## src/rtl/gbuff_skew_feeder_pkg.sv

```systemverilog
// Shared constants and FSM encoding for the global-buffer skew feeder.
package gbuff_skew_feeder_pkg;

  localparam int GB_WORD_W = 32;
  localparam int GB_LANES  = 4;
  localparam int GB_DATA_W = 8;
  localparam int GB_ADDR_W = 8;

  typedef enum logic [1:0] {
    ST_IDLE  = 2'd0,
    ST_READ  = 2'd1,
    ST_DRAIN = 2'd2,
    ST_DONE  = 2'd3
  } feeder_state_t;

endpackage

```

## src/rtl/gbuff_skew_feeder_skew_delay_line.sv

```systemverilog
// Fixed-depth shift register carrying one lane's operand and its valid bit.
module skew_delay_line #(
  parameter int DEPTH  = 1,
  parameter int DATA_W = 8
) (
  input  logic              clk,
  input  logic              rst_n,
  input  logic [DATA_W-1:0] in_data,
  input  logic              in_valid,
  output logic [DATA_W-1:0] out_data,
  output logic              out_valid
);

  logic [DEPTH-1:0][DATA_W:0] stages;

  always_ff @(posedge clk or negedge rst_n) begin
    if (!rst_n) begin
      stages <= '0;
    end else begin
      stages[0] <= {in_valid, in_data};
      for (int j = 1; j < DEPTH; j++) begin
        stages[j] <= stages[j-1];
      end
    end
  end

  assign out_data  = stages[DEPTH-1][DATA_W-1:0];
  assign out_valid = stages[DEPTH-1][DATA_W];

endmodule

```

## src/rtl/gbuff_skew_feeder.sv

```systemverilog
// Streams len words from the global buffer and emits their bytes diagonally
// skewed (lane i delayed i cycles) for the systolic array edge.
module gbuff_skew_feeder
  import gbuff_skew_feeder_pkg::*;
#(
  parameter int LANES  = GB_WORD_W / GB_DATA_W,
  parameter int DATA_W = GB_DATA_W,
  parameter int ADDR_W = GB_ADDR_W
) (
  input  logic                    clk,
  input  logic                    rst_n,
  input  logic                    start,
  input  logic [ADDR_W-1:0]       base_addr,
  input  logic [ADDR_W:0]         len,
  output logic                    busy,
  output logic                    done,
  output logic                    gb_rd,
  output logic [ADDR_W-1:0]       gb_index,
  input  logic [LANES*DATA_W-1:0] gb_rdata,
  output logic [LANES*DATA_W-1:0] lane_data,
  output logic [LANES-1:0]        lane_valid
);

  localparam int DCNT_W = $clog2(LANES + 2);

  feeder_state_t state, next_state;

  logic [ADDR_W:0]   len_q;
  logic [ADDR_W:0]   rd_cnt;
  logic [ADDR_W-1:0] idx;
  logic [DCNT_W-1:0] drain_cnt;
  logic              rd_tag;
  logic              last_read;
  logic              drain_last;

  assign last_read  = ((rd_cnt + (ADDR_W+1)'(1)) == len_q);
  assign drain_last = (drain_cnt == DCNT_W'(LANES));

  always_ff @(posedge clk or negedge rst_n) begin
    if (!rst_n) begin
      state <= ST_IDLE;
    end else begin
      state <= next_state;
    end
  end

  always_comb begin
    next_state = state;
    case (state)
      ST_IDLE: begin
        if (start) begin
          next_state = (len == '0) ? ST_DONE : ST_READ;
        end
      end
      ST_READ: begin
        if (last_read) begin
          next_state = ST_DRAIN;
        end
      end
      ST_DRAIN: begin
        if (drain_last) begin
          next_state = ST_DONE;
        end
      end
      ST_DONE: next_state = ST_IDLE;
      default: next_state = ST_IDLE;
    endcase
  end

  // The index stops advancing on the last read so it holds through DRAIN.
  always_ff @(posedge clk or negedge rst_n) begin
    if (!rst_n) begin
      len_q     <= '0;
      rd_cnt    <= '0;
      idx       <= '0;
      drain_cnt <= '0;
      rd_tag    <= 1'b0;
    end else begin
      rd_tag <= (state == ST_READ);
      case (state)
        ST_IDLE: begin
          if (start) begin
            len_q     <= len;
            rd_cnt    <= '0;
            idx       <= base_addr;
            drain_cnt <= '0;
          end
        end
        ST_READ: begin
          rd_cnt    <= rd_cnt + (ADDR_W+1)'(1);
          drain_cnt <= '0;
          if (!last_read) begin
            idx <= idx + ADDR_W'(1);
          end
        end
        ST_DRAIN: drain_cnt <= drain_cnt + DCNT_W'(1);
        default: ;
      endcase
    end
  end

  assign busy     = (state != ST_IDLE);
  assign done     = (state == ST_DONE);
  assign gb_rd    = (state == ST_READ);
  assign gb_index = idx;

  for (genvar i = 0; i < LANES; i++) begin : g_lane
    logic [DATA_W-1:0] line_data;

    skew_delay_line #(
      .DEPTH (i + 1),
      .DATA_W(DATA_W)
    ) u_line (
      .clk      (clk),
      .rst_n    (rst_n),
      .in_data  (gb_rdata[DATA_W*i +: DATA_W]),
      .in_valid (rd_tag),
      .out_data (line_data),
      .out_valid(lane_valid[i])
    );

    assign lane_data[DATA_W*i +: DATA_W] = lane_valid[i] ? line_data : '0;
  end

endmodule

```

## config.mk

```make
export PLATFORM = sky130hd
export DESIGN_NAME = gbuff_skew_feeder
export DESIGN_NICKNAME = d
export VERILOG_FILES = /design/src/rtl/gbuff_skew_feeder_pkg.sv /design/src/rtl/gbuff_skew_feeder_skew_delay_line.sv /design/src/rtl/gbuff_skew_feeder.sv
export SDC_FILE = /design/constraint.sdc
export NUM_CORES = 1
export LEC_CHECK = 0
export CAP_MARGIN = 20
export CORE_UTILIZATION = 35
export DETAILED_ROUTE_END_ITERATION = 12
export PLACE_DENSITY_LB_ADDON = 0.2
export SETUP_SLACK_MARGIN = 0.05
export SKIP_LAST_GASP = 1
export SYNTH_ARGS = -nofsm -noshare
export SYNTH_HDL_FRONTEND = slang
export SYNTH_SLANG_ARGS = --single-unit
```

## constraint.sdc

```tcl
create_clock -name clk -period 2.84 [get_ports clk]
set_clock_uncertainty 0.2 [all_clocks]
set_input_delay 0.284 -clock clk [delete_from_list [all_inputs] [get_ports clk]]
set_output_delay 0.284 -clock clk [all_outputs]
set_load 0.05 [all_outputs]
```

==> results.toml <==
[run_status]
status = "finished, final reports clean"

[critical_path]
reg2reg_to = "gb_index[6]"
rr_startpoint = "rd_cnt[1]"
critPathMaxFanout = 9
reg2regPathDepth = 9
required_ns = 2.96
ff2ff_setup_slack_ns = 0.18
start_kind = "register"
path_class = "reg2reg"
end_kind = "register"
arrival_ns = 2.78

[synth]
syn-instance-count = 354
synth_edf_count = 0
synth_ff_type = "dfrtp_1"
synth_area_per_cell_um2 = 12.77
synth_area_um2 = 4522
synth-seq-area-share_pct = 64.19
yosysTopAreaCell = "dfrtp_1"
synth-seq-cells = 116
synth_warnings = 0
synth.most_common_cell = "dfrtp_1"
synthesis.nets = 416
synthTopCellsByArea = "dfrtp_1, and2_1, ha_1, mux2_2, a21oi_1"
synthTopCellsByCount = "dfrtp_1, and2_1, nand2_1, a21oi_1, o21ai_0"
yosys.area.top_type_share_pct = 64.19
netlist-cell-type-count = 56
ys_async_sr_fraction_pct = 100.0

[global_route]
grt_pass1_vias = 3026
antenna_found_initial = 0
grt_max_degree = 58
grt_pass1_wl_um = 15340
grt_use_total_pct = 15.52
grt.overflow.total = 0

[layout]
drive_gt1_share_pct = 14.11
synthToLayoutAreaGrowth_pct = 39.84
diodes = 0
nets = 532

[die]
dieArea_um2 = 13380
die_h_um = 115.7
rows = 41
die_w_um = 115.7
start_util_pct = 35.83
core_um2 = 12620
io_pins = 99

[power]
ir_drop_uv = 521.8
p_sw_w = 0.002606
p_seq_share_pct = 32.3
combPwrFrac_pct = 38.0
leakage_nw = 2.694
power.density_nw_per_um2 = 1090
sw_frac_of_total_pct = 37.81
clkPwrFrac_pct = 29.7
power.internal_w = 0.004287

[min_path]
min_path_type = "in2reg"
min-delay-start = "gb_rdata[14]"
hold_path_depth = 1
min_to = "g_lane[1].u_line.stages[6]"

[detailed_routing]
vias = 3134
drc_errors = 0
ant_nets = 0
drtIter0Drc = 206
detail_route.wl_per_cell_um = 14.28
via_per_inst = 4.792
wirelength_um = 9342
drtPass1Iterations = 5

[clock_tree]
cts-root-buf = "clkbuf_16"
htreeDepth = 4
clockBufferDepth = 2
worstSkewPairLatency_ns = 0.40
clk_pin_slew_ns = 0.05
post_cts_buffers = 0
cts_tree = "built"
numCtsBuffers = 17
cts_num_sinks = 116

[timing]
fmax_ghz = 0.3757
slew_headroom_pct = 52.58
period_minus_slack_ns = 2.662
whs_ns = 0.1212
setup_viol = 0
tns_ns = 0
hold_violations = 0
final-max-slew-violation-count = 0
rsz0062_at_grt = "true"
tightest_slew_ns = 0.7112
finalCritPeriodShare_pct = 93.73

[placement]
numPortBuffers = 98
gp_congestion = 0.8882
dpl.hpwl_um = 6587

[run]
cap_viol_max_count = 0
[layer usage]
layer	GRT usage [%]	vias up	share of wire, %
li1	-	1473	-
met1	20.10	1546	46
met2	23.51	100	47
met3	5.073	15	5.5
met4	7.521	0	1.7
met5	0	-	0
[layout by cell type (no fill, tap or decap), types with 8 or more instances in the layout]
master	instances
nand3_1	10
ha_1	9
dfrtp_1	116
mux2_2	9
a21oi_1	16
nor2_1	11
nand2_1	20
o21ai_0	13
buf_4	15
nor3_1	8
clkdlybuf4s50_1	95
clkbuf_16	17
and2_1	33
inv_1	9
[power by group through the flow]
stage | Combinational, W | Clock [W] | Sequential [W]
final | 0.00262 | 0.00205 | 0.00222
after global routing | 0.00282 | 0.00220 | 0.00228
after CTS | 0.00264 | 0.00210 | 0.00223
after detailed placement | 0.00263 | 0 | 0.00225
after global placement | 0.00260 | 0 | 0.00224
after floorplan | 0.00169 | 0 | 0.00233
[cell type report]
cell class	count	area, µm²
tap	172	215.2
inverter	9	33.78
clock buffer	22	474.2
clock inverter	9	103.9
multi-input combinational	213	1488
sequential	116	2903
timing repair buffer	113	1106
fill	1141	6296
[how the worst max path moves through the flow]
stage                   start  slack [ns]  depth (start not counted)          end
finish              rd_cnt[1]        0.18                          9  gb_index[6]
global route        rd_cnt[1]       0.006                          9  gb_index[6]
CTS                  state[0]        0.06                          4         busy
detailed placement  rd_cnt[1]        0.12                          9  gb_index[6]
global placement    rd_cnt[1]        0.24                          9  gb_index[6]
floorplan            state[0]        0.37                          8    rd_cnt[7]
[cell families (layout without fill, tap and decap cells)]
kind of cell | count (synthesis) | count (layout) | share of synthesized area (%)
XOR/XNOR | 9 | 9 | 1.909
AND/OR/NAND/NOR | 112 | 112 | 14.55
AO/OA/AOI/OAI | 67 | 67 | 10.04
buffers and inverters | 25 | 153 | 2.961
multiplexers | 15 | 15 | 3.570
flip-flops | 116 | 116 | 64.19
adder cells (fa/ha/maj) | 10 | 10 | 2.767
[sequential cells by signal (all words and copies together), names as in the netlist]
name                     flops
g_lane.u_line.out_valid      3
rd_cnt                       9
rd_tag                       1
g_lane.u_line.out_data      24
g_lane.u_line.stages        57
gb_index                     8
len_q                        9
state                        2
drain_cnt                    3
[what timing repair did]
item | in CTS | in global routing
hold buffers | 1 | 0
hold endpoints to repair | 55 | 0
gates resized for setup | 0 | 2
setup endpoints to repair | 0 | 2
[through the flow]
stage                     setup slack [ns]  util (%)  total power, W  cell area [µm²]  cells
after CTS                          0.05739     50.07        0.006975             6319    654
after detailed placement            0.1232     45.41        0.004884             5731    622
after global placement              0.2381     45.41        0.004842             5731    622
final                               0.1780     50.11        0.006894             6324    654
after floorplan                     0.3711         -        0.004019             4522    354
after global routing              0.005998     50.11        0.007294             6324    654
[worst max-delay path, cell delays in order (launching register included)]
cell and delay, ns:
dfrtp_1 0.43, ha_2 0.30, nand2_2 0.10, o21ai_0 0.18, a31oi_1 0.10, o211ai_1 0.30
nor4_4 0.06, buf_4 0.17, or4_1 0.54, a211oi_2 0.18
Note: power is estimated with default switching activity, not from simulation.
